### src/rtl/dca_matrix_lsu_arbiter_pkg.sv
// Shared types for the DCA matrix LSU arbiter.
// State encoding, instruction width and index-width helper.
package dca_matrix_lsu_arbiter_pkg;

    localparam int BW_DCA_MATRIX_LSU_INST = 32;

    typedef enum logic [1:0] {
        ST_IDLE     = 2'd0,
        ST_WAIT_LSU = 2'd1,
        ST_ISSUE    = 2'd2,
        ST_RELOCK   = 2'd3
    } arb_state_e;

    // Bits needed to hold an index 0..n-1 (at least 1).
    function automatic int req_index_bits(input int n);
        return (n <= 2) ? 1 : $clog2(n);
    endfunction

endpackage

### src/rtl/dca_matrix_lsu_arbiter_if.sv
// Requester and LSU side signals of the DCA matrix LSU arbiter.
// slave: the arbiter; master: requesters plus LSU.
interface dca_matrix_lsu_arbiter_if
    import dca_matrix_lsu_arbiter_pkg::*;
#(
    parameter int NUM_REQ      = 4,
    parameter int BW_INST      = BW_DCA_MATRIX_LSU_INST,
    parameter int BW_REQ_INDEX = req_index_bits(NUM_REQ)
);

    logic [NUM_REQ-1:0]         req_inst_valid;
    logic [NUM_REQ*BW_INST-1:0] req_inst_list;
    logic [NUM_REQ-1:0]         req_lock;
    logic [NUM_REQ-1:0]         req_inst_ready;
    logic                       lsu_busy;
    logic                       lsu_inst_valid;
    logic [BW_INST-1:0]         lsu_inst;
    logic                       lsu_inst_ready;
    logic [NUM_REQ-1:0]         grant_onehot;
    logic [BW_REQ_INDEX-1:0]    grant_index;
    logic                       arb_busy;

    modport slave (
        input  req_inst_valid,
        input  req_inst_list,
        input  req_lock,
        input  lsu_busy,
        input  lsu_inst_ready,
        output req_inst_ready,
        output lsu_inst_valid,
        output lsu_inst,
        output grant_onehot,
        output grant_index,
        output arb_busy
    );

    modport master (
        output req_inst_valid,
        output req_inst_list,
        output req_lock,
        output lsu_busy,
        output lsu_inst_ready,
        input  req_inst_ready,
        input  lsu_inst_valid,
        input  lsu_inst,
        input  grant_onehot,
        input  grant_index,
        input  arb_busy
    );

endinterface

### src/rtl/dca_rr_picker.sv
// Combinational round-robin picker: lowest requester index
// at or after the pointer wins, wrapping at NUM_REQ.
module dca_rr_picker
    import dca_matrix_lsu_arbiter_pkg::*;
#(
    parameter int NUM_REQ      = 4,
    parameter int BW_REQ_INDEX = req_index_bits(NUM_REQ)
) (
    input  logic [NUM_REQ-1:0]      req,
    input  logic [BW_REQ_INDEX-1:0] pointer,
    output logic [NUM_REQ-1:0]      onehot,
    output logic [BW_REQ_INDEX-1:0] index,
    output logic                    any
);

    localparam int BW_POS = BW_REQ_INDEX + 1;

    logic [BW_POS-1:0] pos;

    // Scan from the pointer upward; first hit wins.
    always_comb begin
        onehot = '0;
        index  = '0;
        any    = 1'b0;
        pos    = '0;
        for (int k = 0; k < NUM_REQ; k++) begin
            pos = {1'b0, pointer} + BW_POS'(k);
            if (pos >= BW_POS'(NUM_REQ)) begin
                pos = pos - BW_POS'(NUM_REQ);
            end
            if (!any && req[pos[BW_REQ_INDEX-1:0]]) begin
                any = 1'b1;
                onehot[pos[BW_REQ_INDEX-1:0]] = 1'b1;
                index = pos[BW_REQ_INDEX-1:0];
            end
        end
    end

endmodule

### src/rtl/dca_matrix_lsu_arbiter.sv
// Shares one DCA matrix LSU between NUM_REQ requesters with
// round-robin arbitration and optional capped grant locking.
module dca_matrix_lsu_arbiter
    import dca_matrix_lsu_arbiter_pkg::*;
#(
    parameter int NUM_REQ      = 4,
    parameter int BW_INST      = BW_DCA_MATRIX_LSU_INST,
    parameter int MAX_BURST    = 4,
    parameter int BW_REQ_INDEX = req_index_bits(NUM_REQ)
) (
    input logic clk,
    input logic rstnn,
    input logic enable,
    dca_matrix_lsu_arbiter_if.slave bus
);

    localparam int BW_BURST = $clog2(MAX_BURST + 1);

    arb_state_e                state, state_nx;
    logic [NUM_REQ-1:0]        grant, grant_nx;
    logic [BW_REQ_INDEX-1:0]   owner, owner_nx;
    logic [BW_REQ_INDEX-1:0]   rr_pointer, rr_pointer_nx;
    logic [BW_REQ_INDEX-1:0]   next_pointer;
    logic [BW_BURST-1:0]       burst_count, burst_nx;
    logic [BW_INST-1:0]        inst_reg, inst_nx;
    logic [BW_INST-1:0]        pick_inst, owner_inst;
    logic [NUM_REQ-1:0]        pick_onehot;
    logic [BW_REQ_INDEX-1:0]   pick_index;
    logic                      pick_any;
    logic                      done;
    logic                      can_lock;

    dca_rr_picker #(
        .NUM_REQ      (NUM_REQ),
        .BW_REQ_INDEX (BW_REQ_INDEX)
    ) u_picker (
        .req     (bus.req_inst_valid),
        .pointer (rr_pointer),
        .onehot  (pick_onehot),
        .index   (pick_index),
        .any     (pick_any)
    );

    assign pick_inst  = bus.req_inst_list[int'(pick_index)*BW_INST +: BW_INST];
    assign owner_inst = bus.req_inst_list[int'(owner)*BW_INST +: BW_INST];

    // A stalled cycle never completes a handshake, so no ready is lost.
    assign done = (state == ST_ISSUE) && bus.lsu_inst_ready && enable;
    assign can_lock = bus.req_lock[owner]
                   && (burst_count < BW_BURST'(MAX_BURST));
    assign next_pointer = (owner == BW_REQ_INDEX'(NUM_REQ - 1))
                        ? '0 : owner + 1'b1;

    assign bus.lsu_inst_valid = (state == ST_ISSUE);
    assign bus.lsu_inst       = inst_reg;
    assign bus.req_inst_ready = done ? grant : '0;
    assign bus.grant_onehot   = grant;
    assign bus.grant_index    = owner;
    assign bus.arb_busy       = (state != ST_IDLE);

    // Next-state and next-register values; everything holds when disabled.
    always_comb begin
        state_nx      = state;
        grant_nx      = grant;
        owner_nx      = owner;
        rr_pointer_nx = rr_pointer;
        burst_nx      = burst_count;
        inst_nx       = inst_reg;
        if (enable) begin
            unique case (state)
                ST_IDLE: begin
                    if (pick_any) begin
                        state_nx = ST_WAIT_LSU;
                        grant_nx = pick_onehot;
                        owner_nx = pick_index;
                        inst_nx  = pick_inst;
                        burst_nx = BW_BURST'(1);
                    end
                end
                ST_WAIT_LSU: begin
                    if (!bus.lsu_busy) begin
                        state_nx = ST_ISSUE;
                    end
                end
                ST_ISSUE: begin
                    if (done) begin
                        if (can_lock) begin
                            state_nx = ST_RELOCK;
                        end else begin
                            state_nx      = ST_IDLE;
                            rr_pointer_nx = next_pointer;
                            grant_nx      = '0;
                            owner_nx      = '0;
                        end
                    end
                end
                ST_RELOCK: begin
                    if (bus.req_inst_valid[owner]) begin
                        state_nx = ST_WAIT_LSU;
                        inst_nx  = owner_inst;
                        if (burst_count < BW_BURST'(MAX_BURST)) begin
                            burst_nx = burst_count + 1'b1;
                        end
                    end else begin
                        state_nx      = ST_IDLE;
                        rr_pointer_nx = next_pointer;
                        grant_nx      = '0;
                        owner_nx      = '0;
                    end
                end
            endcase
        end
    end

    // State and datapath registers.
    always_ff @(posedge clk or negedge rstnn) begin
        if (!rstnn) begin
            state       <= ST_IDLE;
            grant       <= '0;
            owner       <= '0;
            rr_pointer  <= '0;
            burst_count <= '0;
            inst_reg    <= '0;
        end else begin
            state       <= state_nx;
            grant       <= grant_nx;
            owner       <= owner_nx;
            rr_pointer  <= rr_pointer_nx;
            burst_count <= burst_nx;
            inst_reg    <= inst_nx;
        end
    end

endmodule

### src/flat_wrapper.sv
// flat-port wrapper written by rule: the top's interface ports become plain ports
module dca_matrix_lsu_arbiter_flat import dca_matrix_lsu_arbiter_pkg::*;
#(
    parameter int NUM_REQ      = 4,
    parameter int BW_INST      = BW_DCA_MATRIX_LSU_INST,
    parameter int MAX_BURST    = 4,
    parameter int BW_REQ_INDEX = req_index_bits(NUM_REQ)
)
  (clk, rstnn, enable, bus_req_inst_valid, bus_req_inst_list, bus_req_lock, bus_lsu_busy, bus_lsu_inst_ready, bus_req_inst_ready, bus_lsu_inst_valid, bus_lsu_inst, bus_grant_onehot, bus_grant_index, bus_arb_busy);
  dca_matrix_lsu_arbiter_if #(.NUM_REQ(NUM_REQ), .BW_INST(BW_INST), .BW_REQ_INDEX(BW_REQ_INDEX)) bus_i ();
  input logic clk;
  input logic rstnn;
  input logic enable;
  input wire logic [$bits(bus_i.req_inst_valid)-1:0] bus_req_inst_valid;
  input wire logic [$bits(bus_i.req_inst_list)-1:0] bus_req_inst_list;
  input wire logic [$bits(bus_i.req_lock)-1:0] bus_req_lock;
  input wire logic [$bits(bus_i.lsu_busy)-1:0] bus_lsu_busy;
  input wire logic [$bits(bus_i.lsu_inst_ready)-1:0] bus_lsu_inst_ready;
  output wire logic [$bits(bus_i.req_inst_ready)-1:0] bus_req_inst_ready;
  output wire logic [$bits(bus_i.lsu_inst_valid)-1:0] bus_lsu_inst_valid;
  output wire logic [$bits(bus_i.lsu_inst)-1:0] bus_lsu_inst;
  output wire logic [$bits(bus_i.grant_onehot)-1:0] bus_grant_onehot;
  output wire logic [$bits(bus_i.grant_index)-1:0] bus_grant_index;
  output wire logic [$bits(bus_i.arb_busy)-1:0] bus_arb_busy;
  assign bus_i.req_inst_valid = bus_req_inst_valid;
  assign bus_i.req_inst_list = bus_req_inst_list;
  assign bus_i.req_lock = bus_req_lock;
  assign bus_i.lsu_busy = bus_lsu_busy;
  assign bus_i.lsu_inst_ready = bus_lsu_inst_ready;
  assign bus_req_inst_ready = bus_i.req_inst_ready;
  assign bus_lsu_inst_valid = bus_i.lsu_inst_valid;
  assign bus_lsu_inst = bus_i.lsu_inst;
  assign bus_grant_onehot = bus_i.grant_onehot;
  assign bus_grant_index = bus_i.grant_index;
  assign bus_arb_busy = bus_i.arb_busy;
  dca_matrix_lsu_arbiter #(.NUM_REQ(NUM_REQ), .BW_INST(BW_INST), .MAX_BURST(MAX_BURST), .BW_REQ_INDEX(BW_REQ_INDEX)) u_core (.clk(clk), .rstnn(rstnn), .enable(enable), .bus(bus_i));
endmodule
### config.mk
export PLATFORM = sky130hd
export DESIGN_NAME = dca_matrix_lsu_arbiter_flat
export DESIGN_NICKNAME = d
export VERILOG_FILES = /design/src/rtl/dca_matrix_lsu_arbiter_pkg.sv /design/src/rtl/dca_matrix_lsu_arbiter_if.sv /design/src/rtl/dca_rr_picker.sv /design/src/rtl/dca_matrix_lsu_arbiter.sv /design/src/flat_wrapper.sv
export SDC_FILE = /design/constraint.sdc
export NUM_CORES = 1
export LEC_CHECK = 0
export CAP_MARGIN = 20
export CORE_MARGIN = 10
export CORE_UTILIZATION = 42
export DETAILED_ROUTE_END_ITERATION = 6
export PLACE_DENSITY = 0.82
export SLEW_MARGIN = 5
export SYNTH_ARGS = -nofsm -noshare
export SYNTH_HDL_FRONTEND = slang
export SYNTH_SLANG_ARGS = --single-unit
export TNS_END_PERCENT = 10
### constraint.sdc
create_clock -name clk -period 3.3 [get_ports clk]
set_clock_uncertainty 0.1 [all_clocks]
set_input_delay 0.495 -clock clk [delete_from_list [all_inputs] [get_ports clk]]
set_output_delay 0.495 -clock clk [all_outputs]
set_load 0.01 [all_outputs]
==> results of run 1 <==
-- per-stage QoR --
step | utilization (%) | hold slack, ns | total power [µW]
floorplan | - | 0.0994 | 3580
global placement | 63.4 | 0.379 | 4770
detailed placement | 63.4 | 0.384 | 4910
CTS | 64.4 | 0.329 | 5290
global route | 64.7 | 0.00396 | 5760
finish | 64.7 | 0.00553 | 5350
-- synth_stat cells, types with 2 or more instances --
cell type	count	area, µm²
a211o_1	2	17.5
a211oi_1	4	30.0
a21o_1	32	240
a21oi_1	9	45.0
a221oi_1	4	35.0
a31oi_1	3	18.8
a32oi_1	32	280
and2_1	5	31.3
buf_2	15	75.1
buf_4	5	37.5
buf_6	10	113
clkbuf_1	11	41.3
dfrtp_1	45	1130
ha_1	16	200
inv_1	40	150
mux2i_1	6	60.1
mux4_2	5	113
nand2_1	16	60.1
nand2b_1	2	12.5
nand3_1	37	185
nor2_1	8	30.0
nor2b_1	3	18.8
nor3_2	2	20.0
nor3b_1	2	15.0
o211ai_1	2	15.0
o211ai_2	32	400
o21ai_0	42	210
o21ai_4	2	32.5
o22ai_1	2	12.5
or4_1	2	15.0
-- cell type report --
class	count	area [µm²]
tap	111	139
timing repair buffer	202	2030
clock inverter	3	21.3
inverter	41	154
fill	745	3210
sequential	45	1130
multi-input combinational	293	2350
clock buffer	5	68.8
-- sequential cells by signal, indices dropped and copies added, names as in the netlist --
signal                   cells
u_core.burst_count           3
u_core.bus.lsu_inst         32
u_core.bus.grant_onehot      4
u_core.bus.grant_index       2
u_core.rr_pointer            2
u_core.state                 2
-- power breakdown --
part	internal, µW	total [µW]	leakage (µW)	switching (µW)
clock	151	362	0.0000445	211
combinational	1720	3960	0.00184	2240
sequential	819	1020	0.000563	202
-- worst max-delay path by stage --
stage	start	slack (ns)	to	cells past startpoint
final	u_core.rr_pointer[1]	0.19	u_core.bus.lsu_inst[9]	9
after global routing	u_core.rr_pointer[0]	0.01	u_core.bus.lsu_inst[9]	9
after CTS	u_core.rr_pointer[1]	0.06	u_core.bus.lsu_inst[22]	8
after detailed placement	bus_req_inst_valid[3]	-0.11	u_core.bus.lsu_inst[22]	7
after global placement	bus_req_inst_valid[3]	0.005	u_core.bus.lsu_inst[7]	7
after floorplan	u_core.rr_pointer[0]	0.31	u_core.bus.lsu_inst[0]	13
-- cell families after synthesis --
kind of cell	synth area share, %
buf+inv	10.8
mux	5.31
compound gates	37.5
flops	29.0
fa+ha+maj	5.15
simple gates	12.2
-- layer usage --
metal	GRT usage (%)	part of all wire, %
met1	26.7	39
met3	5.75	9.9
met5	0	0
met2	36.7	49
met4	4.09	1.5
==> summary.txt, run 1 <==
Outcome
  – Outcome: finished, final reports clean

Global routing
  – Largest net degree at the start of global routing: 46
  – Global Route Usage Sum: 21.5%
  – Vias in the first global route: 4250
  – Grt total ovfl: 0
  – Global-route wire length before repair: 23200 µm
  – Initial antenna violation count: 0

Clock tree
  – TritonCTS clock tree: done
  – Clk sink count: 45
  – CTS HTree Levels: 2
  – Worst skew pair latency: 0.30 ns
  – Resized Gates After CTS: 0
  – CTS buffer count: 5
  – Setup Fix Bufs, Post-CTS: 0
  – Clock slew at reported path FFs: 0.10 ns
  – Number of hold buffers added after cts: 0
  – Clock tree buffer depth: 2
  – CTS root buffer: clkbuf_8

Synth
  – Yosys cell types: 53
  – Net Count, Synth: 576
  – Synth Cell Area: 0.00389 mm²
  – Post-Syn Instances: 419
  – Number of flops mapped to enable cells by yosys: 0
  – Synth Warn #: 0
  – Register bit total from synthesis: 45
  – Mean Syn Cell Area: 9.28 µm²
  – Primary FF master, synth: dfrtp_1
  – Synth async-reset ratio: 100%
  – Sequential element share of the synthesized area: 29.0%

Cells and area
  – Post-route non-filler standard cell count: 700
  – ANT cells: 0
  – Nets: 745
  – Commonest non-fill, non-tap cell in the layout: clkdlybuf4s50_1
  – Most frequent cells in the layout: clkdlybuf4s50_1 (183), dfrtp_1 (45), o21ai_0 (42)
  – Final instance area: 0.00589 mm²
  – Layout cells sized above 1: 13.4%
  – Area growth syn-to-layout: 51.7%

Place
  – DP HPWL: 11500 µm
  – Dpl ws: -0.115 ns
  – Inst Count DP: 690
  – Post-placement cell area: 0.00577 mm²
  – Port Buffers: 184
  – Placer Congestion: 0.850

Timing
  – Tcrit/Tclk final: 94.4%
  – Final setup fails: 0
  – Slew margin rel.: 58.4%
  – Max-slew violations: 0
  – RSZ-0062 raised after global routing: false
  – Post-layout min period: 3.11 ns
  – Post-route setup slack: 0.185 ns
  – Hold Vio Cnt, Final: 0
  – Fmax: 0.321 GHz
  – Setup_tns: 0 ns
  – Worst Max-Slew Pin Slew: 0.625 ns

Worst setup path
  – Critical-path cell list: inv_1, ha_1, mux4_2, nor3_2, and2_1, buf_4, o21ai_4, buf_4, o211ai_1
  – Slowest stage delay, CP: 0.59 ns
  – Critical path peak fanout: 24
  – Worst r2r src: u_core.rr_pointer[1]
  – Most used cell, CP: buf_4
  – WP buf/inv: 3
  – Critical Path Slowest Stage Cell: mux4_2
  – Data arrival time of the worst path: 3.24 ns
  – Largest delay share family, worst path: buffers and inverters
  – Critical Path RT: 3.42 ns
  – RR Endpoint: u_core.bus.lsu_inst[9]
  – Cell count of the worst reg-to-reg path: 9
  – CP Launch Type: flop
  – Reg2Reg Setup Slack: 0.19 ns
  – Setup CP Type: flop to flop
  – Critical Path Sink Type: flop

Drt
  – Antenna-violating nets left: 0
  – Drt pass-1 iters: 5
  – Avg Vias per Cell: 5.98
  – Avg WL per Cell: 22.0 µm
  – Vias: 4188
  – Routed Wire Length: 15400 µm
  – DRC Markers: 0
  – DR iter-0 viols: 398

Die
  – # IOs: 185
  – Die width: 116 µm
  – Core Box Area: 0.00911 mm²
  – Starting Density: 42.7%
  – Die H: 116 µm
  – Row count: 35
  – Die ar.: 0.0135 mm²

Power
  – Static Leak: 0.00245 µW
  – VDD IR max: 0.442 mV
  – Power density over the cells: 907 mW/mm²

Run
  – Max-Cap Viols: 0

Hold path
  – Worst hold-check path type: input pin to async pin
No activity file was read; power rests on OpenSTA's default activity.
==> run 2, diff against run 1 <==
- CORE_UTILIZATION: 42 -> 38
- PLACE_DENSITY: 0.82 -> 0.87
- clock period: 3.3 -> 2.7 ns (I/O delays scaled with it)
==> summary.txt, run 2 (synthesis results as in run 1) <==
Outcome
  – Outcome: finished, final reports clean

Power
  – Internal Dissipation: 3780 µW
  – Clock share of power: 6.0%
  – Combinational Power Share: 76.6%
  – VDD IR max: 0.588 mV
  – Sequential power share: 17.3%
  – Power density over the cells: 1140 mW/mm²
  – Total Power: 7130 µW
  – P_sw: 3350 µW
  – Net Sw Frac: 47.0%
  – Static Leak: 0.00263 µW

Die
  – Core Box Area: 0.00986 mm²
  – # IOs: 185
  – Die H: 121 µm
  – Row count: 36
  – Die width: 121 µm
  – Die ar.: 0.0147 mm²
  – Starting Density: 39.4%

Drt
  – M1 WL: 6140 µm
  – DRC Markers: 0
  – Drt pass-1 iters: 5
  – Met3 wire length: 1480 µm
  – Vias: 4346
  – Avg WL per Cell: 20.7 µm
  – DR iter-0 viols: 453
  – Met2 WL: 7630 µm
  – Uppermost layer routed: met4
  – Routed Wire Length: 15500 µm
  – Antenna-violating nets left: 0
  – Avg Vias per Cell: 5.80

Timing
  – Max-slew violations: 0
  – Worst Max-Slew Pin Slew: 0.429 ns
  – Hold Vio Cnt, Final: 0
  – Fmax: 0.383 GHz
  – Final setup fails: 0
  – Post-route setup slack: 0.0866 ns
  – Tcrit/Tclk final: 96.8%
  – Post-layout min period: 2.61 ns
  – Slew margin rel.: 71.3%
  – RSZ-0062 raised after global routing: true

Global routing
  – Largest net degree at the start of global routing: 33
  – Grt total ovfl: 0
  – Global-route wire length before repair: 24400 µm
  – Vias in the first global route: 4499
  – Global Route Usage Sum: 20.2%
  – Initial antenna violation count: 0

Place
  – Placer Congestion: 0.849
  – Post-placement cell area: 0.00611 mm²
  – Dpl ws: -0.346 ns
  – Port Buffers: 184
  – DP HPWL: 12000 µm

Cells and area
  – Final instance area: 0.00625 mm²
  – Nets: 772
  – ANT cells: 0
  – Layout cells sized above 1: 18.5%
  – Util after Layout: 63.3%
  – Largest register FFs: 32
  – Commonest non-fill, non-tap cell in the layout: clkdlybuf4s50_1
  – Area growth syn-to-layout: 60.8%
  – Most frequent cells in the layout: clkdlybuf4s50_1 (180), dfrtp_1 (44), o21ai_0 (42)

Clock tree
  – Clk sink count: 45
  – TritonCTS clock tree: done
  – CTS root buffer: clkbuf_8
  – Clock slew at reported path FFs: 0.09 ns
  – Clock tree buffer depth: 2
  – Worst skew pair latency: 0.30 ns
  – Setup Fix Bufs, Post-CTS: 0
  – CTS buffer count: 5
  – CTS HTree Levels: 2

Hold path
  – Worst hold-check path type: input pin to async pin

Worst setup path
  – Data arrival time of the worst path: 2.74 ns
  – Critical Path Sink Type: flop
  – Critical Path RT: 2.82 ns
  – Reg2Reg Setup Slack: 0.09 ns
  – CP Launch Type: flop
  – Worst Setup SP: u_core.rr_pointer[0]
  – Worst r2r src: u_core.rr_pointer[0]
  – Critical path peak fanout: 27
  – Setup CP Type: flop to flop

Run
  – Max-Cap Viols: 0
-- run 2: cell type report --
type	count	area (µm²)
inverters	41	161
clock inverters	3	17.5
flip-flops and latches	45	1130
fillers	768	3620
repair buffers	230	2320
multi-input cells	292	2390
well taps	133	166
clock buffers	5	68.8
-- run 2: layer usage --
metal | global-route usage [%] | up-vias
met4 | 4.47 | 0
met5 | 0 | -
met2 | 35.2 | 236
li1 | - | 1965
met3 | 5.54 | 24
met1 | 24.3 | 2121
-- run 2: worst paths after layout --
path,end,depth (start not counted)
min in group clk,u_core.bus.lsu_inst[17],2
max in group asynchronous,u_core.rr_pointer[0],3
min,u_core.bus.lsu_inst[20],2
max reg2reg,u_core.bus.lsu_inst[26],10
max,u_core.bus.lsu_inst[26],10
min reg2reg,u_core.bus.lsu_inst[17],2
-- run 2: worst max-delay path: stages (launching register included) --
cell,delay [ns]
dfrtp_2,0.43
inv_8,0.04
ha_4,0.26
mux4_2,0.54
nor3_2,0.26
o31ai_4,0.13
buf_12,0.18
nor2_4,0.14
buf_12,0.20
a32oi_2,0.14
o211ai_2,0.09
-- run 2: timing repair --
action	CTS	global route
pin swaps	0	1
hold buffers	1	0
endpoints found under the setup margin	15	34
gates cloned	0	0
gates resized for setup	3	9
hold endpoints to repair	2	0
-- run 2: stage by stage --
stage | cells | hold slack [ns] | TNS (ns)
floorplan | 419 | 0.00941 | -4.82
global placement | 740 | 0.114 | -8.03
detailed placement | 740 | 0.113 | -10.63
CTS | 749 | 0.332 | 0
global route | 749 | 0.346 | -0.0602
finish | 749 | 0.339 | 0
-- run 2: power by group through the flow --
| stage | Combinational (µW) | Sequential (µW) | Clock, µW |
|---|---|---|---|
| 2_1_floorplan | 3180 | 1320 | 0 |
| 3_3_place_gp | 5150 | 1220 | 0 |
| 3_5_place_dp | 5360 | 1240 | 0 |
| 4_1_cts | 5390 | 1230 | 443 |
| 5_1_grt | 5890 | 1270 | 475 |
| 6_report | 5460 | 1240 | 430 |
==> RTL edit 1 (config.mk and constraints of run 2) <==
`NUM_REQ` is set to 4 in 4 places; all go to 5.
--- a/src/rtl/dca_matrix_lsu_arbiter_if.sv
+++ b/src/rtl/dca_matrix_lsu_arbiter_if.sv
@@ -5,3 +5,3 @@
 #(
-    parameter int NUM_REQ      = 4,
+    parameter int NUM_REQ      = 5,
     parameter int BW_INST      = BW_DCA_MATRIX_LSU_INST,
--- a/src/rtl/dca_rr_picker.sv
+++ b/src/rtl/dca_rr_picker.sv
@@ -5,3 +5,3 @@
 #(
-    parameter int NUM_REQ      = 4,
+    parameter int NUM_REQ      = 5,
     parameter int BW_REQ_INDEX = req_index_bits(NUM_REQ)
--- a/src/rtl/dca_matrix_lsu_arbiter.sv
+++ b/src/rtl/dca_matrix_lsu_arbiter.sv
@@ -5,3 +5,3 @@
 #(
-    parameter int NUM_REQ      = 4,
+    parameter int NUM_REQ      = 5,
     parameter int BW_INST      = BW_DCA_MATRIX_LSU_INST,
--- a/src/flat_wrapper.sv
+++ b/src/flat_wrapper.sv
@@ -3,3 +3,3 @@
 #(
-    parameter int NUM_REQ      = 4,
+    parameter int NUM_REQ      = 5,
     parameter int BW_INST      = BW_DCA_MATRIX_LSU_INST,
Ports: changed (6 resized); port bits go from 185 to 222. The function was not compared with the original's and may differ.
==> RTL edit 1 against run 2 <==
  * The run now ends with setup timing left
  * Synthesized area increased by 60%
  * Fmax down 30%
  * Critical endpoint is now u_core.bus.lsu_inst[18]
  * Setup slack worse by 1.1 ns
  * Sequential cell count rose by 3
  * Design area is 68% higher
  * Sequential share of layout area down 6.6 points
  * Largest cell class unchanged
  * Count of clock-buffer cells in the layout increased by 2
  * Routed wire length increased by 86%
Power is not shown: default switching activity piles up to over one toggle a cycle in this logic, so the estimate is an artifact.
==> RTL edit 1: results (changes against run 2) <==
** Final layout
- The non-clock buffer share of cell area came to 35.6% (was 37.1%).
- Multi-Input Combinational :: 651 (was 292)
- Fill cell count :: 1297 (was 768)
- Nets :: 1340 (was 772)
- Number of buffers outside the clock class in the layout :: 387 (was 230)
- The share of the final layout cell area in multi-input gates was 46.9% (was 38.2%).

** Clocking
- Clock transition at the registers of the reported paths :: 0.07 ns (was 0.09 ns)
- CTS root buffer :: sky130_fd_sc_hd__clkbuf_16 (was sky130_fd_sc_hd__clkbuf_8)
- Cts repair resizes :: 69 (was 3)
- Setup fix buffers added after clock tree synthesis :: 16 (was 0)

** Global route
- Number of global-route vias before repair :: 8053 (was 4499)
- The met3 track demand over resource is 5.89% (was 5.54%).
- Wire length of the first global-routing pass :: 43700 um (was 24400 um)

** Synthesis
- The post-synth net total is 1030 (was 576).
- The sequential element share of the synthesized area was 19.3% (was 29.0%).
- The count of distinct cell types in the synthesized netlist came to 71 (was 53).
- Most frequent cells after synthesis :: 71 x sky130_fd_sc_hd__nor2b_1, 70 x sky130_fd_sc_hd__o211ai_1, 65 x sky130_fd_sc_hd__a31oi_1 (was 45 x sky130_fd_sc_hd__dfrtp_1, 42 x sky130_fd_sc_hd__o21ai_0, 40 x sky130_fd_sc_hd__inv_1)

** Run status
- Status: finished, violations left (was finished, final reports clean).
- The final reports fail on setup timing.

** Placement
- Total half-perimeter wirelength after legalization and detailed placement :: 21200 um (was 12000 um)
- Routability Congestion :: 0.952 (was 0.849)

** STA
- The transition at the pin with the smallest max-transition slack was 1.09 ns (was 0.429 ns).
- Final Worst Setup Slack :: -1.03 ns (was 0.0866 ns)
- Worst hold slack after final layout :: 0.401 ns (was 0.339 ns)
- Final Setup Violations :: 45 (was 0)

** Drt
- WL met2 :: 13700 um (was 7630 um)
- The average vias per placed instance came to 6.02 (was 5.80).
RTL edit 1: cell families (layout without fill, tap and decap cells):
family                   after synthesis  count (layout)  share of synthesized area [%]
adder cells (fa/ha/maj)               18              18                           3.74
AND/OR/NAND/NOR                      268             268                           23.7
AO/OA/AOI/OAI                        317             317                           36.4
buffers and inverters                138             448                           9.00
multiplexers                          43              43                           7.19
XOR/XNOR                               5               5                          0.704
flip-flops                            48              48                           19.3
RTL edit 1: how the worst max path moves through the flow:
stage          slack, ns                 endpoint                 start  depth (start not counted)
5_1_grt            -1.16  u_core.bus.lsu_inst[11]  u_core.rr_pointer[0]                         15
3_5_place_dp       -1.26  u_core.bus.lsu_inst[26]  u_core.rr_pointer[1]                         14
2_1_floorplan      -1.33   u_core.bus.lsu_inst[0]  u_core.rr_pointer[0]                         18
4_1_cts            -0.98  u_core.bus.lsu_inst[30]  u_core.rr_pointer[0]                         16
6_report           -1.03  u_core.bus.lsu_inst[18]  u_core.rr_pointer[0]                         16
3_3_place_gp       -1.24  u_core.bus.lsu_inst[26]  u_core.rr_pointer[1]                         14
RTL edit 1: worst register-to-register path: cells and delay by family (launching register included):
family	cells	cell delay (ns)
AOI/OAI and AO/OA	8	1.62
adders and majority gates	1	0.24
buffers and inverters	5	0.94
DFF	1	0.40
muxes	1	0.25
and+or+nand+nor	1	0.04
RTL edit 1: stage by stage:
step / area [um^2] / utilization, %
2_1_floorplan: 6270 / -
3_3_place_gp: 9540 / 59.8
3_5_place_dp: 9540 / 59.8
4_1_cts: 10200 / 64.0
5_1_grt: 10500 / 66.0
6_report: 10500 / 66.0
==> RTL edit 2 (config.mk and constraints of run 2) <==
Without the edit above. Make the reset (`rstnn`) synchronous in one clocked block.
--- a/src/rtl/dca_matrix_lsu_arbiter.sv
+++ b/src/rtl/dca_matrix_lsu_arbiter.sv
@@ -115,3 +115,3 @@
     // State and datapath registers.
-    always_ff @(posedge clk or negedge rstnn) begin
+    always_ff @(posedge clk) begin
         if (!rstnn) begin
Formal check against the unedited RTL: differs if rstnn is asserted again (counterexample within 4 cycles, from zero or initial values and one cycle with rstnn low); with rstnn held inactive, the same outputs for 4 cycles.
==> RTL edit 2 against run 2 <==
  * Hold slack improved by 0.029 ns
  * Critical path depth is 2 lower
  * Highest routed layer unchanged
  * Design area shrank 10%
  * Largest cell class is now non-clock buffers
  * Setup slack worse by 0.057 ns
  * Die area shrank 15%
  * Synthesized area decreased by 18%
  * Routed wire length down 19%
  * Sequential cell count stayed put
Power is not compared: it rests on default switching activity, and its combinational part moved more than twofold at a synthesized area within 25%.
==> RTL edit 2: results (changes against run 2) <==
** Run status
- Status :: finished, final reports clean (unchanged)

** Clocking
- The maximum number of buffers from clock root to sink was 2 (unchanged).
- The clock latency of the later-clocked register in the worst-skew pair is 0.28 ns (was 0.30 ns).
- Htree depth :: 2 (unchanged)
- Inserted Clock Buffers :: 5 (unchanged)

** Drt
- DRT Pass-1 Iters :: 4 (was 5)
- Number of DRC markers in iteration 0 :: 207 (was 453)
- The total via count in the routed design is 3557 (was 4346).
- The total length of routed wires was 12600 um (was 15500 um).

** Synthesis
- Async set-reset flop share out of synthesis :: 0% (was 100%)
- Syn_area_per_cell :: 9.36 um^2 (was 9.28 um^2)
- Post-synth cell types :: 47 (was 53)
- Post-synth top area share :: 28.2% (was 29.0%)
- Prevailing post-synth register cell :: sky130_fd_sc_hd__dfxtp_1 (was sky130_fd_sc_hd__dfrtp_1)
- Most frequent cells after synthesis :: 71 x sky130_fd_sc_hd__mux2i_1, 45 x sky130_fd_sc_hd__dfxtp_1, 42 x sky130_fd_sc_hd__nand2_1 (was 45 x sky130_fd_sc_hd__dfrtp_1, 42 x sky130_fd_sc_hd__o21ai_0, 40 x sky130_fd_sc_hd__inv_1)
- Number of nets produced by synthesis :: 497 (was 576)
- The sequential element share of the synthesized area was 28.2% (was 29.0%).
- Top cells by area, synth :: sky130_fd_sc_hd__dfxtp_1 28%, sky130_fd_sc_hd__mux2i_1 22%, sky130_fd_sc_hd__o221ai_1 8.8% (was sky130_fd_sc_hd__dfrtp_1 29%, sky130_fd_sc_hd__o211ai_2 10%, sky130_fd_sc_hd__a32oi_1 7.2%)

** Placement
- The worst-case setup slack after placement came to -0.300 ns (was -0.346 ns).
- The final estimated routing congestion in global placement was 0.916 (was 0.849).
- Quantity of I/O buffers inserted on ports :: 184 (unchanged)
- Placed cell count :: 646 (was 740)
- Total half-perimeter wirelength after legalization and detailed placement :: 10300 um (was 12000 um)
- Cell area reported after detailed placement :: 5370 um^2 (was 6110 um^2)

** Final layout
- The flip-flop count of the largest register, all copies and words added is 32 (unchanged).
- The number of nets in the layout is 707 (was 772).
- Fill cell count :: 639 (was 768)
- Share of layout cells above drive strength 1 :: 14.7% (was 18.5%)
- The count of placed standard cells in the final layout, fillers left out was 657 (was 749).

** Power
- Static power due to leakage :: 0.00244 uW

** STA
- The transition at the pin with the smallest max-transition slack came to 0.546 ns (was 0.429 ns).

** Setup path
- Delay of the slowest critical-path stage :: 0.47 ns (was 0.54 ns)
- Maximum fanout along the worst path :: 8 (was 27)
- Top Family by Delay on Critical Path :: buffers and inverters (was multiplexers)
- The cell depth of the worst flop-to-flop path was 8 (was 10).
- The data arrival time at the worst-slack endpoint came to 2.79 ns (was 2.74 ns).

** Hold path
- The type of the most critical hold path was register to register (was primary input to async pin).

** Global route
- The global-route wire length before repair was 19100 um (was 24400 um).
- GRT Overall Usage :: 18.1% (was 20.2%)
- Pin count of the biggest net entering global routing :: 18 (was 33)
## RTL edit 2: worst paths after layout
path                                               from                          to  slack, ns
worst max register to register     u_core.rr_pointer[0]     u_core.bus.lsu_inst[20]       0.07
worst min-delay path            u_core.bus.lsu_inst[14]     u_core.bus.lsu_inst[14]       0.37
worst min register to register  u_core.bus.lsu_inst[14]     u_core.bus.lsu_inst[14]       0.37
worst max-delay path              bus_req_inst_valid[0]  u_core.bus.grant_onehot[1]       0.03
## RTL edit 2: area by class of cell
| cell class | count | area, um^2 | share of cell area (%) |
|---|---|---|---|
| clock buffer | 6 | 82.6 | 1.47 |
| sequential | 45 | 905 | 16.1 |
| multi-input combinational | 259 | 2190 | 39.1 |
| clock inverter | 2 | 13.8 | 0.246 |
| tap | 105 | 131 | 2.34 |
| inverter | 8 | 35.0 | 0.625 |
| timing repair buffer | 232 | 2240 | 40.1 |
## RTL edit 2: cell families (layout without fill, tap and decap cells)
kind of cell               count (synthesis)  in the layout  synth area share, %
muxes                                     78             78                 26.2
adders and majority gates                 15             15                 5.88
and+or+nand+nor                           88             88                 13.8
DFF                                       45             45                 28.2
buffers and inverters                     38            248                 7.02
AOI/OAI and AO/OA                         77             78                 18.9
## RTL edit 2: per-layer routing
metal	share of wire (%)	GRT usage (%)	vias to the layer above
met2	52	31.8	134
li1	-	-	1710
met4	0.80	3.08	0
met5	0	0	-
met1	40	21.4	1707
met3	6.6	5.48	6
## RTL edit 2: power breakdown
group | leakage, uW | internal (uW) | switching (uW)
clock network | 0.0000512 | 208 | 231
logic | 0.00202 | 841 | 641
registers | 0.000370 | 817 | 95.9
## RTL edit 2: what timing repair did
| action | in CTS | in global routing |
|---|---|---|
| endpoints found under the setup margin | 0 | 39 |
| buffers inserted | 0 | 2 |
| resized for setup | 0 | 25 |
